--- config.mk ---
export PLATFORM = sky130hd
export DESIGN_NAME = if_id_fetch_stage_flat
export DESIGN_NICKNAME = d
export VERILOG_FILES = /design/src/rtl/if_id_fetch_stage_pkg.sv /design/src/rtl/if_id_fetch_stage_if.sv /design/src/rtl/if_id_fetch_stage_instr_field_split.sv /design/src/rtl/if_id_fetch_stage.sv /design/src/flat_wrapper.sv
export SDC_FILE = /design/constraint.sdc
export NUM_CORES = 1
export LEC_CHECK = 0
export CAP_MARGIN = 20
export CELL_PAD_IN_SITES_DETAIL_PLACEMENT = 0
export CELL_PAD_IN_SITES_GLOBAL_PLACEMENT = 2
export CORE_MARGIN = 3
export CORE_UTILIZATION = 34
export DETAILED_ROUTE_END_ITERATION = 16
export GPL_ROUTABILITY_DRIVEN = 1
export PLACE_DENSITY = 0.82
export SLEW_MARGIN = 10
export SYNTH_ARGS = -nofsm -noshare
export SYNTH_HDL_FRONTEND = slang
export SYNTH_HIERARCHICAL = 1
export SYNTH_SLANG_ARGS = --single-unit
--- constraint.sdc ---
create_clock -name clk -period 2.55 [get_ports clk]
set_clock_uncertainty 0.15 [all_clocks]
set_input_delay 0.3825 -clock clk [delete_from_list [all_inputs] [get_ports clk]]
set_output_delay 0.3825 -clock clk [all_outputs]
set_load 0.05 [all_outputs]
--- src/rtl/if_id_fetch_stage_pkg.sv ---
// rtl/if_id_fetch_stage_pkg.sv - shared widths, instruction field layout and fetch FSM encoding
package if_id_fetch_stage_pkg;

    localparam int PC_W    = 8;
    localparam int INSTR_W = 16;

    localparam int OPC_HI  = 15;
    localparam int OPC_LO  = 12;
    localparam int RD_HI   = 11;
    localparam int RD_LO   = 9;
    localparam int RS_HI   = 8;
    localparam int RS_LO   = 6;
    localparam int RT_HI   = 5;
    localparam int RT_LO   = 3;
    localparam int IMM3_HI = 2;
    localparam int IMM3_LO = 0;

    localparam logic [0:0] ST_FETCH = 1'b0;
    localparam logic [0:0] ST_HOLD  = 1'b1;

endpackage

--- src/rtl/if_id_fetch_stage_if.sv ---
// rtl/if_id_fetch_stage_if.sv - instruction memory req/ack handshake bundle
interface if_id_fetch_stage_if #(
    parameter int PC_W    = 8,
    parameter int INSTR_W = 16
);
    logic               imem_req;
    logic [PC_W-1:0]    imem_addr;
    logic               imem_ack;
    logic [INSTR_W-1:0] imem_rdata;

    modport master (output imem_req, output imem_addr, input imem_ack, input imem_rdata);
    modport slave  (input imem_req, input imem_addr, output imem_ack, output imem_rdata);
endinterface

--- src/rtl/if_id_fetch_stage_instr_field_split.sv ---
// rtl/if_id_fetch_stage_instr_field_split.sv - splits a 16-bit instruction into decode fields
module instr_field_split
    import if_id_fetch_stage_pkg::*;
(
    input  logic [15:0] instr,
    output logic [3:0]  opcode,
    output logic [2:0]  rd,
    output logic [2:0]  rs,
    output logic [2:0]  rt,
    output logic [2:0]  imm3
);
    assign opcode = instr[OPC_HI:OPC_LO];
    assign rd     = instr[RD_HI:RD_LO];
    assign rs     = instr[RS_HI:RS_LO];
    assign rt     = instr[RT_HI:RT_LO];
    assign imm3   = instr[IMM3_HI:IMM3_LO];
endmodule

--- src/rtl/if_id_fetch_stage.sv ---
// rtl/if_id_fetch_stage.sv - fetch FSM, PC, one-entry skid and IF/ID register
module if_id_fetch_stage #(
    parameter int              PC_W     = 8,
    parameter int              INSTR_W  = 16,
    parameter logic [PC_W-1:0] RESET_PC = 8'h00
) (
    input  logic                     clk,
    input  logic                     rst,
    if_id_fetch_stage_if.master      imem,
    input  logic                     stall,
    input  logic                     redirect,
    input  logic [PC_W-1:0]          redirect_pc,
    output logic                     id_valid,
    output logic [PC_W-1:0]          id_pc,
    output logic [3:0]               id_opcode,
    output logic [2:0]               id_rd,
    output logic [2:0]               id_rs,
    output logic [2:0]               id_rt,
    output logic [2:0]               id_imm3
);
    import if_id_fetch_stage_pkg::*;

    logic [0:0]         state_q, state_d;
    logic [PC_W-1:0]    pc_q, pc_d;
    logic [INSTR_W-1:0] skid_instr_q, skid_instr_d;
    logic [PC_W-1:0]    skid_pc_q, skid_pc_d;
    logic [INSTR_W-1:0] id_instr_q, id_instr_d;
    logic [PC_W-1:0]    id_pc_q, id_pc_d;
    logic               id_valid_q, id_valid_d;
    logic               slot_free;

    // A slot whose occupant is leaving this cycle can be refilled in the same cycle.
    assign slot_free = !id_valid_q || !stall;

    always_comb begin
        state_d      = state_q;
        pc_d         = pc_q;
        skid_instr_d = skid_instr_q;
        skid_pc_d    = skid_pc_q;
        id_instr_d   = id_instr_q;
        id_pc_d      = id_pc_q;
        id_valid_d   = id_valid_q;
        if (redirect) begin
            pc_d       = redirect_pc;
            id_valid_d = 1'b0;
            state_d    = ST_FETCH;
        end else if (state_q == ST_FETCH) begin
            if (imem.imem_ack) begin
                pc_d = pc_q + {{(PC_W-1){1'b0}}, 1'b1};
                if (slot_free) begin
                    id_instr_d = imem.imem_rdata;
                    id_pc_d    = pc_q;
                    id_valid_d = 1'b1;
                end else begin
                    skid_instr_d = imem.imem_rdata;
                    skid_pc_d    = pc_q;
                    state_d      = ST_HOLD;
                end
            end else if (slot_free) begin
                id_valid_d = 1'b0;
            end
        end else if (!stall) begin
            id_instr_d = skid_instr_q;
            id_pc_d    = skid_pc_q;
            id_valid_d = 1'b1;
            state_d    = ST_FETCH;
        end
    end

    always_ff @(posedge clk or posedge rst) begin
        if (rst) begin
            state_q      <= ST_FETCH;
            pc_q         <= RESET_PC;
            skid_instr_q <= '0;
            skid_pc_q    <= '0;
            id_instr_q   <= '0;
            id_pc_q      <= '0;
            id_valid_q   <= 1'b0;
        end else begin
            state_q      <= state_d;
            pc_q         <= pc_d;
            skid_instr_q <= skid_instr_d;
            skid_pc_q    <= skid_pc_d;
            id_instr_q   <= id_instr_d;
            id_pc_q      <= id_pc_d;
            id_valid_q   <= id_valid_d;
        end
    end

    // Gated with rst so the request drops combinationally, not at the next edge.
    assign imem.imem_req  = (state_q == ST_FETCH) && !rst;
    assign imem.imem_addr = pc_q;
    assign id_valid       = id_valid_q;
    assign id_pc          = id_pc_q;

    instr_field_split u_split (
        .instr  (id_instr_q),
        .opcode (id_opcode),
        .rd     (id_rd),
        .rs     (id_rs),
        .rt     (id_rt),
        .imm3   (id_imm3)
    );
endmodule

--- src/flat_wrapper.sv ---
// flat-port wrapper written by rule: the top's interface ports become plain ports
module if_id_fetch_stage_flat import if_id_fetch_stage_pkg::*;
#(
    parameter int              PC_W     = 8,
    parameter int              INSTR_W  = 16,
    parameter logic [PC_W-1:0] RESET_PC = 8'h00
)
  (clk, rst, stall, redirect, redirect_pc, id_valid, id_pc, id_opcode, id_rd, id_rs, id_rt, id_imm3, imem_imem_req, imem_imem_addr, imem_imem_ack, imem_imem_rdata);
  if_id_fetch_stage_if #(.PC_W(PC_W), .INSTR_W(INSTR_W)) imem_i ();
  input  logic clk;
  input  logic rst;
  input  logic stall;
  input  logic redirect;
  input  logic [PC_W-1:0] redirect_pc;
  output logic id_valid;
  output logic [PC_W-1:0] id_pc;
  output logic [3:0] id_opcode;
  output logic [2:0] id_rd;
  output logic [2:0] id_rs;
  output logic [2:0] id_rt;
  output logic [2:0] id_imm3;
  output wire logic [$bits(imem_i.imem_req)-1:0] imem_imem_req;
  output wire logic [$bits(imem_i.imem_addr)-1:0] imem_imem_addr;
  input wire logic [$bits(imem_i.imem_ack)-1:0] imem_imem_ack;
  input wire logic [$bits(imem_i.imem_rdata)-1:0] imem_imem_rdata;
  assign imem_imem_req = imem_i.imem_req;
  assign imem_imem_addr = imem_i.imem_addr;
  assign imem_i.imem_ack = imem_imem_ack;
  assign imem_i.imem_rdata = imem_imem_rdata;
  if_id_fetch_stage #(.PC_W(PC_W), .INSTR_W(INSTR_W), .RESET_PC(RESET_PC)) u_core (.clk(clk), .rst(rst), .imem(imem_i), .stall(stall), .redirect(redirect), .redirect_pc(redirect_pc), .id_valid(id_valid), .id_pc(id_pc), .id_opcode(id_opcode), .id_rd(id_rd), .id_rs(id_rs), .id_rt(id_rt), .id_imm3(id_imm3));
endmodule
After elaboration in Yosys (flattened, before gate mapping)
Cells that the tools add are included.
- add/sub/neg operators: 1
- equal/unequal tests: 3
- muxes and demuxes: 22
- bitwise operators: 3
- reductions and logical operators: 13
- operators with widths (kind ; count):
    2-to-1 mux 16 bit ; 4
    2-to-1 mux 8 bit ; 7
    2-to-1 mux 1 bit ; 11
    adder 8 x 1 -> 8 bit, second input constant ; 1
    AND reduction 4 bit ; 2
    nonzero test 2 bit ; 3
    inequality test 2 bit, second input constant ; 2
    AND reduction 2 bit ; 2
    zero test 1 bit ; 3
    inequality test 3 bit, second input constant ; 1
    NOT 1 bit ; 3
    nonzero test 3 bit ; 1
    logical AND 1 bit ; 1
    logical OR 1 bit ; 1
- bits in registers: 58
- output and inout bits: 34

Depth between registers and ports, before layout
- word-level depth: 6
- gate-level depth with buffers: 6
- depth with buffers taken out: 4

Cells and area by module
The synthesis kept the hierarchy.
- by module, submodules not included (module ; times used ; cells an instance ; area an instance (um^2) ; seq. area each (um^2)):
    if_id_fetch_stage ; 1 ; 191 ; 2745.1 ; 1451.4
    instr_field_split ; 1 ; 16 ; 120.1 ; 0.0

Least setup slack after synthesis
OpenSTA, ideal clock, no wires.
- path type: register to output
- start: register u_core.state_q
- end: output imem_imem_req
- data arrival time: 1359 ps
- data required time: 2017 ps
- setup slack: 659 ps
- cell stages (with the launch flop): 4
- path buffers: 2
- cell sequence: dfrtp_1 -> buf_2 -> clkbuf_1 -> nor2_1
- word-level cells in the longest chain between the ends: 2
- ends and longest elaborated chain (item ; line ; text):
    from (decl) ; if_id_fetch_stage.sv:23 ; logic [0:0] state_q, state_d;
    from (signal assigned) ; if_id_fetch_stage.sv:80 ; state_q <= state_d;
    NOT 1 bit (no source line) ; n/a ;
    logical AND 1 bit ; if_id_fetch_stage.sv:91 ; assign imem.imem_req = (state_q == ST_FETCH) && !rst;
    to (decl) ; flat_wrapper.sv:22 ; output wire logic [$bits(imem_i.imem_req)-1:0] imem_imem_req;
Every way passes these cells.

Final worst setup path
- start: register u_core.pc_q[2], in the netlist u_core/imem.imem_addr[2]
- end: output imem_imem_addr[2]
- RTL lines (item ; line ; text):
    from (decl) ; if_id_fetch_stage.sv:24 ; logic [PC_W-1:0] pc_q, pc_d;
    from (signal assigned) ; if_id_fetch_stage.sv:81 ; pc_q <= pc_d;
    to (decl) ; flat_wrapper.sv:23 ; output wire logic [$bits(imem_i.imem_addr)-1:0] imem_imem_addr;
No word-level cell between the ends.

==> results.toml <==
[cells_and_area]
n_antenna_cell = 0
final_net_count = 291
area_delta_synth_final_pct = 26.9
drive_above_1_share = 0.377
post-route-cell-area_um2 = 3640

[clock_tree]
clk_latency_ps = 320
tritoncts = "yes"
cts.sinks = 58
max-clock-path-buffers = 2
ctsRootBufferMaster = "sky130_fd_sc_hd__clkbuf_8"
cts-htree-levels = 3
cts_post_setup_buffers_inserted = 0
cts_repair_resize_count = 0
post_cts_hold_buffer_count = 0
cts.reportedPaths.clkPinSlew_ps = 70
tritoncts.num_buffers = 9

[power_and_ir_drop]
vdd.ir_drop.worst_mv = 0.434
power_frac_clock = 0.239
power.leakage_uw = 0.00159
combPwrFrac = 0.334
cellInternalPower_uw = 1910
switching_share = 0.347
power.density_cell_area_nw_per_um2 = 807
sequentialPowerShare = 0.427
net-switching-power_uw = 1020

[floorplanning]
pin_count = 63
placeableCoreArea_um2 = 7970
die_x_um = 97.8
floorplan.initialDensity = 0.360
die_height_um = 97.8
floorplan_die_area_um2 = 9560
fp-row-count = 32

[timing]
setup-tns-final_ps = 0
timing.final.ws_setup_ps = 339
rsz0062_at_grt = "no"
maxClockFrequency_mhz = 452
final_hold_viols = 0
setup_viol_count_final = 0
period_needed_ps = 2210
timing_max_transition_violations_final = 0
final_min_period_over_clock_period = 0.867
worstMarginPinSlew_ps = 528
max_slew_margin = 0.647

[logic_synthesis]
synthDistinctLibCells = 31
ys_seq_elements = 58
synth_area_leader_cell = "sky130_fd_sc_hd__dfrtp_1"
synth_area_um2 = 2870
post_synth_inst_count = 207
share_of_synthesized_area_occupied_by_flip_flops_and_latches = 0.507
yosys.area.top_type_share = 0.507
syn-mean-instance-area_um2 = 13.8
yosysWarningCount = 6
synth_nets = 237
synth_area_leaders = "sky130_fd_sc_hd__dfrtp_1 (51%), sky130_fd_sc_hd__mux2_2 (20%), sky130_fd_sc_hd__mux2_4 (10%), sky130_fd_sc_hd__buf_4 (4.2%), sky130_fd_sc_hd__buf_6 (2.0%)"

[worst_hold_path]
min-delay-path-class = "in -> async"

[worst_setup_path]
timing.critical_path.from_type = "register"
timing_worst_setup_path_type = "reg -> out"
critical_path.cell_chain = "clkdlybuf4s50_1"
cp_top_family = "buffers and inverters"
cp_data_required_time_ps = 2020
timing.critical_path.slowest_stage_cell = "sky130_fd_sc_hd__clkdlybuf4s50_1"
worstPathMaxFanout = 6
worst_path_largest_cell_delay_ps = 860
crit_buf_inv = 1
critPathCaptureType = "primary output"
worst_ep_arrival_time_ps = 1680

[grt]
grt_pass1_vias = 1805
antenna_found_initial = 0
grt_first_pass_wirelength_um = 9470
maximum_number_of_pins_on_one_net_before_global_route_repair = 37
track_usage = 0.125
grt_remaining_overflow = 0

[drt]
detail_route.iter0.violations = 28
drtPass1Iterations = 4
postRouteWirelength_um = 5610
route.detailed.drc = 0
wl_per_cell_um = 15.3
route.detailed.vias_per_inst = 4.78
route.vias.total = 1755
detail-route-antenna-nets = 0

[place]
place_worst_setup_slack_ps = 307
placement.cell_area_um2 = 3480
port-buffer-count = 62
dp.final_hpwl_um = 3680
globalplace.congestion = 0.701

[status]
run_status = "completed"

[flow_run]
max_cap_viol_count = 0
worst reg2reg max path, stage by stage (launching register included):
cell,delay (ps)
sky130_fd_sc_hd__dfrtp_1,460
sky130_fd_sc_hd__and2b_4,250
sky130_fd_sc_hd__nand3_4,70
sky130_fd_sc_hd__buf_4,400
sky130_fd_sc_hd__mux2_2,390
per-layer routing:
layer | track usage | share of wire
met5 | 0 | 0
met2 | 0.195 | 0.48
met3 | 0.0400 | 0.044
met1 | 0.166 | 0.46
met4 | 0.0415 | 0.014
cell families (layout without fill, tap and decap cells):
logic type,Yosys count,in the layout,share of synthesized area
and+or+nand+nor,29,29,0.0664
DFF,58,58,0.507
adders and majority gates,1,1,0.00437
AOI/OAI and AO/OA,15,15,0.0327
xor gates and xnor gates,2,2,0.00611
buffers and inverters,29,87,0.0729
muxes,73,73,0.311
metrics by stage:
| step | hold WS, ps | total power [uW] | cells | util |
|---|---|---|---|---|
| 3_5_place_dp | 339 | 2260 | 352 | 0.437 |
| 2_1_floorplan | 324 | 2000 | 207 | - |
| 5_1_grt | 337 | 3090 | 367 | 0.457 |
| 4_1_cts | 282 | 2990 | 367 | 0.457 |
| 6_report | 290 | 2930 | 367 | 0.457 |
| 3_3_place_gp | 335 | 2240 | 352 | 0.437 |
power groups by stage:
stage / clock, uW / sequential [uW] / combinational, uW
2_1_floorplan: 0 / 1400 / 601
3_3_place_gp: 0 / 1260 / 977
3_5_place_dp: 0 / 1270 / 989
4_1_cts: 737 / 1260 / 992
5_1_grt: 776 / 1290 / 1030
6_report: 701 / 1250 / 979
Yosys cell counts (all sizes together):
cell type	instances
nand2b	1
xnor2	1
or4	4
xor2	1
nor2	4
o211ai	2
nor2b	1
nand4b	1
ha	1
and2b	1
o31ai	2
dfrtp	58
mux2	71
nand3	5
buf	23
o211a	1
clkbuf	3
or3	1
inv	3
mux2i	2
a31oi	3
nand2	9
a21oi	1
nand4	1
nand3b	1
o21ai	6
registers in the layout, summed over array words and instances (netlist names):
name	flops
u_core/skid_instr_q	16
u_core/skid_pc_q	8
u_core/id_instr_q	16
u_core/id_pc	8
u_core/id_valid	1
u_core/state_q	1
u_core/imem.imem_addr	8
cell type report:
class                      count  area [um2]
timing repair buffer          69         683
multi-input combinational    120        1200
tap                          102         128
inverter                       3        11.3
clock buffer                   9         124
sequential                    58        1450
clock inverter                 6        35.0
fill                         748        4330
layout by cell type, fill, tap and decap left out, types with 2 or more instances in the layout:
| cell | count |
|---|---|
| sky130_fd_sc_hd__clkdlybuf4s50_1 | 61 |
| sky130_fd_sc_hd__dfrtp_1 | 58 |
| sky130_fd_sc_hd__mux2_2 | 52 |
| sky130_fd_sc_hd__mux2_4 | 19 |
| sky130_fd_sc_hd__clkbuf_8 | 9 |
| sky130_fd_sc_hd__nand2_1 | 9 |
| sky130_fd_sc_hd__buf_4 | 7 |
| sky130_fd_sc_hd__o21ai_0 | 6 |
| sky130_fd_sc_hd__clkinv_2 | 4 |
| sky130_fd_sc_hd__nand3_1 | 4 |
| sky130_fd_sc_hd__or4_1 | 4 |
| sky130_fd_sc_hd__nor2_1 | 4 |
| sky130_fd_sc_hd__a31oi_1 | 3 |
| sky130_fd_sc_hd__clkinvlp_4 | 2 |
| sky130_fd_sc_hd__inv_2 | 2 |
| sky130_fd_sc_hd__o31ai_1 | 2 |
| sky130_fd_sc_hd__o211ai_1 | 2 |
| sky130_fd_sc_hd__mux2i_1 | 2 |
worst paths after layout:
path / start / end / slack (ps) / depth (start not counted)
worst min register to register: u_core/skid_instr_q[0] / u_core/skid_instr_q[0] / 360 / 1
worst max register to register: u_core/state_q / u_core/skid_pc_q[3] / 730 / 4
max in group asynchronous: rst / u_core/id_instr_q[4] / 1560 / 3
worst min-delay path: rst / u_core/skid_instr_q[10] / 290 / 3
min in group clk: u_core/skid_instr_q[0] / u_core/skid_instr_q[0] / 360 / 1
worst max-delay path: u_core/imem.imem_addr[2] / imem_imem_addr[2] / 340 / 1
Power figures use the tool's default switching activity.
==> RTL change 1 (same settings) <==
Make the reset (`rst`) synchronous in one clocked block.
--- a/src/rtl/if_id_fetch_stage.sv
+++ b/src/rtl/if_id_fetch_stage.sv
@@ -67,7 +67,7 @@
         end
     end
 
-    always_ff @(posedge clk or posedge rst) begin
+    always_ff @(posedge clk) begin
         if (rst) begin
             state_q      <= ST_FETCH;
             pc_q         <= RESET_PC;
Formal check against the unedited RTL: differs if rst is asserted again (counterexample within 4 cycles, from zero or initial values and one cycle with rst high); with rst held inactive, the same outputs for 4 cycles.
==> RTL change 1 against the original RTL <==
- setup slack lost 0.026 ns
- synthesized cell count grew 46%
- critical path depth grew 1
- design area shrank 3.4%
- wire length grew 30%
- count of clock-buffer cells in the layout grew 3
- via count grew 33%
- core utilization shrank 1.1 points
- sequential cell count is the same
- area after synthesis shrank 1.6%
- sequential share of layout area shrank 6.8 points
- critical path type unchanged
- highest routed layer unchanged
Power is not compared: it rests on default switching activity, and its combinational part moved more than twofold at a synthesized area within 25%.
==> RTL change 1: results (changes against the original RTL) <==
first-pass GRT wire length: 12,300 um (+30%)
DP Worst Slack: 0.432 ns (+0.125 ns)
Worst Tran Pin Value: 0.746 ns (+0.218 ns)
clock network area share: 0.0485 (+0.00476)
vias per cell: 5.25 (+9.7%)
fraction of area in multi-input gates: 0.387 (+0.0553)
Avg Inst Size Synth: 9.31 um^2 (-33%)
footprint of the multi-input gates: 1360 um^2 (+13%)
Synth Area in Adders: 0.00444 (+0.0000697)
Placed Cells incl. Taps: 430 (+22%)
Total GRT Usage: 0.160 (+0.0343)
WL per Instance: 16.4 um (+7.1%)
sequential area share after synthesis: 0.412 (-0.0948)
crit path max fanout: 2 (-4)
Signal buf overhead: 0.195 (+0.00669)
largest net degree at the start of global routing: 58 (+57%)
non-clock buffer count: 71 (+2.9%)
Area contributors post-synth: dfxtp_1 41%, a211oi_2 8.9%, mux2i_1 8.9%, a21oi_1 8.7%, o21ai_0 5.0%
initial DRC count: 151 (+440%)
Post-synth top flop: dfxtp_1
share of synthesized registers carrying an async set or reset: 0 (-1.00)
DP Area: 3340 um^2 (-3.9%)
Worst EP arrival: 1.70 ns (+0.02 ns)
Synth-to-Final Area Change: 24.5%
Detailed Place HPWL: 4450 um (+21%)
clock buffers: 12 (+3)
sequential fraction of total cell area: 0.331 (-0.0681)
ratio of cells with drive above 1 in the final layout: 0.146 (-0.232)
xor/xnor share of the synthesized area: 0.00621 (+0.0000976)
via count: 2,335 (+33%)
routability cong.: 0.708 (+0.98%)
fillers: 802 (+7.2%)
status: completed
## RTL change 1: per-layer routing
metal  global-route usage  part of all wire
met4               0.0648            0.0096
met2                0.258              0.47
met3               0.0330             0.043
met5                    0                 0
met1                0.208              0.48
## RTL change 1: final timing paths
check                                         from                                  to  slack (ns)  depth (start not counted)
hold reg to reg   u_core/skid_pc_q[7]$_SDFFE_PP0P_    u_core/skid_pc_q[7]$_SDFFE_PP0P_        0.33                          2
hold / removal    u_core/skid_pc_q[7]$_SDFFE_PP0P_    u_core/skid_pc_q[7]$_SDFFE_PP0P_        0.33                          2
setup reg to reg         u_core/state_q$_SDFF_PP0_  u_core/id_instr_q[12]$_SDFFE_PP0P_        0.69                          5
setup / recovery         u_core/state_q$_SDFF_PP0_                       imem_imem_req        0.31                          2
## RTL change 1: where the power goes
part	internal, W	switching [W]
clock network	0.000396	0.000343
logic	0.000158	0.000263
registers	0.000945	0.0000358
==> RTL change 2 (same settings) <==
Made on the original files. `PC_W` is set to 8 in 4 places; all go to 10.
--- a/src/rtl/if_id_fetch_stage_pkg.sv
+++ b/src/rtl/if_id_fetch_stage_pkg.sv
@@ -1,7 +1,7 @@
 // rtl/if_id_fetch_stage_pkg.sv - shared widths, instruction field layout and fetch FSM encoding
 package if_id_fetch_stage_pkg;
 
-    localparam int PC_W    = 8;
+    localparam int PC_W    = 10;
     localparam int INSTR_W = 16;
 
     localparam int OPC_HI  = 15;
--- a/src/rtl/if_id_fetch_stage_if.sv
+++ b/src/rtl/if_id_fetch_stage_if.sv
@@ -1,6 +1,6 @@
 // rtl/if_id_fetch_stage_if.sv - instruction memory req/ack handshake bundle
 interface if_id_fetch_stage_if #(
-    parameter int PC_W    = 8,
+    parameter int PC_W    = 10,
     parameter int INSTR_W = 16
 );
     logic               imem_req;
--- a/src/rtl/if_id_fetch_stage.sv
+++ b/src/rtl/if_id_fetch_stage.sv
@@ -1,6 +1,6 @@
 // rtl/if_id_fetch_stage.sv - fetch FSM, PC, one-entry skid and IF/ID register
 module if_id_fetch_stage #(
-    parameter int              PC_W     = 8,
+    parameter int              PC_W     = 10,
     parameter int              INSTR_W  = 16,
     parameter logic [PC_W-1:0] RESET_PC = 8'h00
 ) (
--- a/src/flat_wrapper.sv
+++ b/src/flat_wrapper.sv
@@ -1,7 +1,7 @@
 // flat-port wrapper written by rule: the top's interface ports become plain ports
 module if_id_fetch_stage_flat import if_id_fetch_stage_pkg::*;
 #(
-    parameter int              PC_W     = 8,
+    parameter int              PC_W     = 10,
     parameter int              INSTR_W  = 16,
     parameter logic [PC_W-1:0] RESET_PC = 8'h00
 )
Ports: changed (resized id_pc, imem_imem_addr and redirect_pc); port bits go from 63 to 69. No check against the original RTL was run, so the function may have changed too.
==> RTL change 2 against the original RTL <==
- wire length grew 11%
- count of clock-buffer cells in the layout is 5 higher
- highest routed layer unchanged
- setup slack worse by 0.0040 ns
- hold slack improved by 0.024 ns
- combinational power up 6%
- design area is 9.5% higher
- area after synthesis up 7.9%
- register-to-register slack worse by 0.12 ns
- sequential cell count is 6 higher
- total power rose by 14%
==> RTL change 2: results (changes against the original RTL) <==
status: completed
#FFs+latches synth: 64 (+10%)
non-clock buffer count: 75 (+8.7%)
footprint of the multi-input gates: 1260 um^2 (+4.9%)
ratio of cells with drive above 1 in the final layout: 0.349 (-0.0284)
routed length on met1: 2810 um (+8.3%)
FF+latch area: 1600 um^2 (+10%)
WHS: 0.314 ns (+0.0243 ns)
clock network area share: 0.0547 (+0.0110)
Die Area: 10,300 um^2 (+7.4%)
Final #Nets: 325 (+12%)
DP Worst Slack: 0.253 ns (-0.0533 ns)
Detailed Place HPWL: 4210 um (+14%)
inverter count: 5 (+2)
largest net degree at the start of global routing: 65 (+76%)
commonest cells in the netlist: 74 x mux2_2, 64 x dfrtp_1, 16 x buf_4
Signal buf overhead: 0.187 (-0.00115)
leakage: 1.65 nW (+3.8%)
Synth Area in Adders: 0.00405 (-0.000322)
count of cell types in the netlist: 32 (+3.2%)
first-pass GRT wire length: 10,400 um (+9.6%)
worst reg-to-reg setup slack: 0.61 ns (-0.12 ns)
routability cong.: 0.758 (+8.1%)
Port Buf Inserts: 68 (+9.7%)
Compound-Gate Fraction of Synth Area: 0.0392 (+0.00649)
Peak VDD IR: 0.387 mV (-11%)
xor/xnor share of the synthesized area: 0.00566 (-0.000450)
internal power: 0.00225 W (+17%)
clock buffers: 14 (+5)
Critical Path End: imem_imem_addr[5]
post-synthesis mux area share: 0.280 (-0.0310)
Multi-In Gates: 138 (+15%)
routed wl met2: 2980 um (+11%)
RTL change 2: per-layer routing:
metal | track usage | vias to the layer above
met1 | 0.174 | 970
met3 | 0.0379 | 11
met5 | 0 | -
met4 | 0.0613 | 0
met2 | 0.204 | 44
li1 | - | 941
RTL change 2: power by group through the flow:
stage | sequential, W | clock, W | combinational (W)
floorplan | 0.00157 | 0 | 0.000586
global placement | 0.00139 | 0 | 0.00104
detailed placement | 0.00139 | 0 | 0.00105
CTS | 0.00137 | 0.000987 | 0.00106
global route | 0.00140 | 0.00102 | 0.00111
finish | 0.00137 | 0.000935 | 0.00104
RTL change 2: stage by stage:
| stage | util | cell area [um^2] | power [W] | instances |
|---|---|---|---|---|
| global placement | 0.429 | 3760 | 0.00242 | 390 |
| global route | 0.454 | 3980 | 0.00353 | 406 |
| CTS | 0.454 | 3980 | 0.00342 | 406 |
| floorplan | - | 3090 | 0.00215 | 234 |
| detailed placement | 0.429 | 3760 | 0.00245 | 390 |
| finish | 0.454 | 3980 | 0.00335 | 406 |
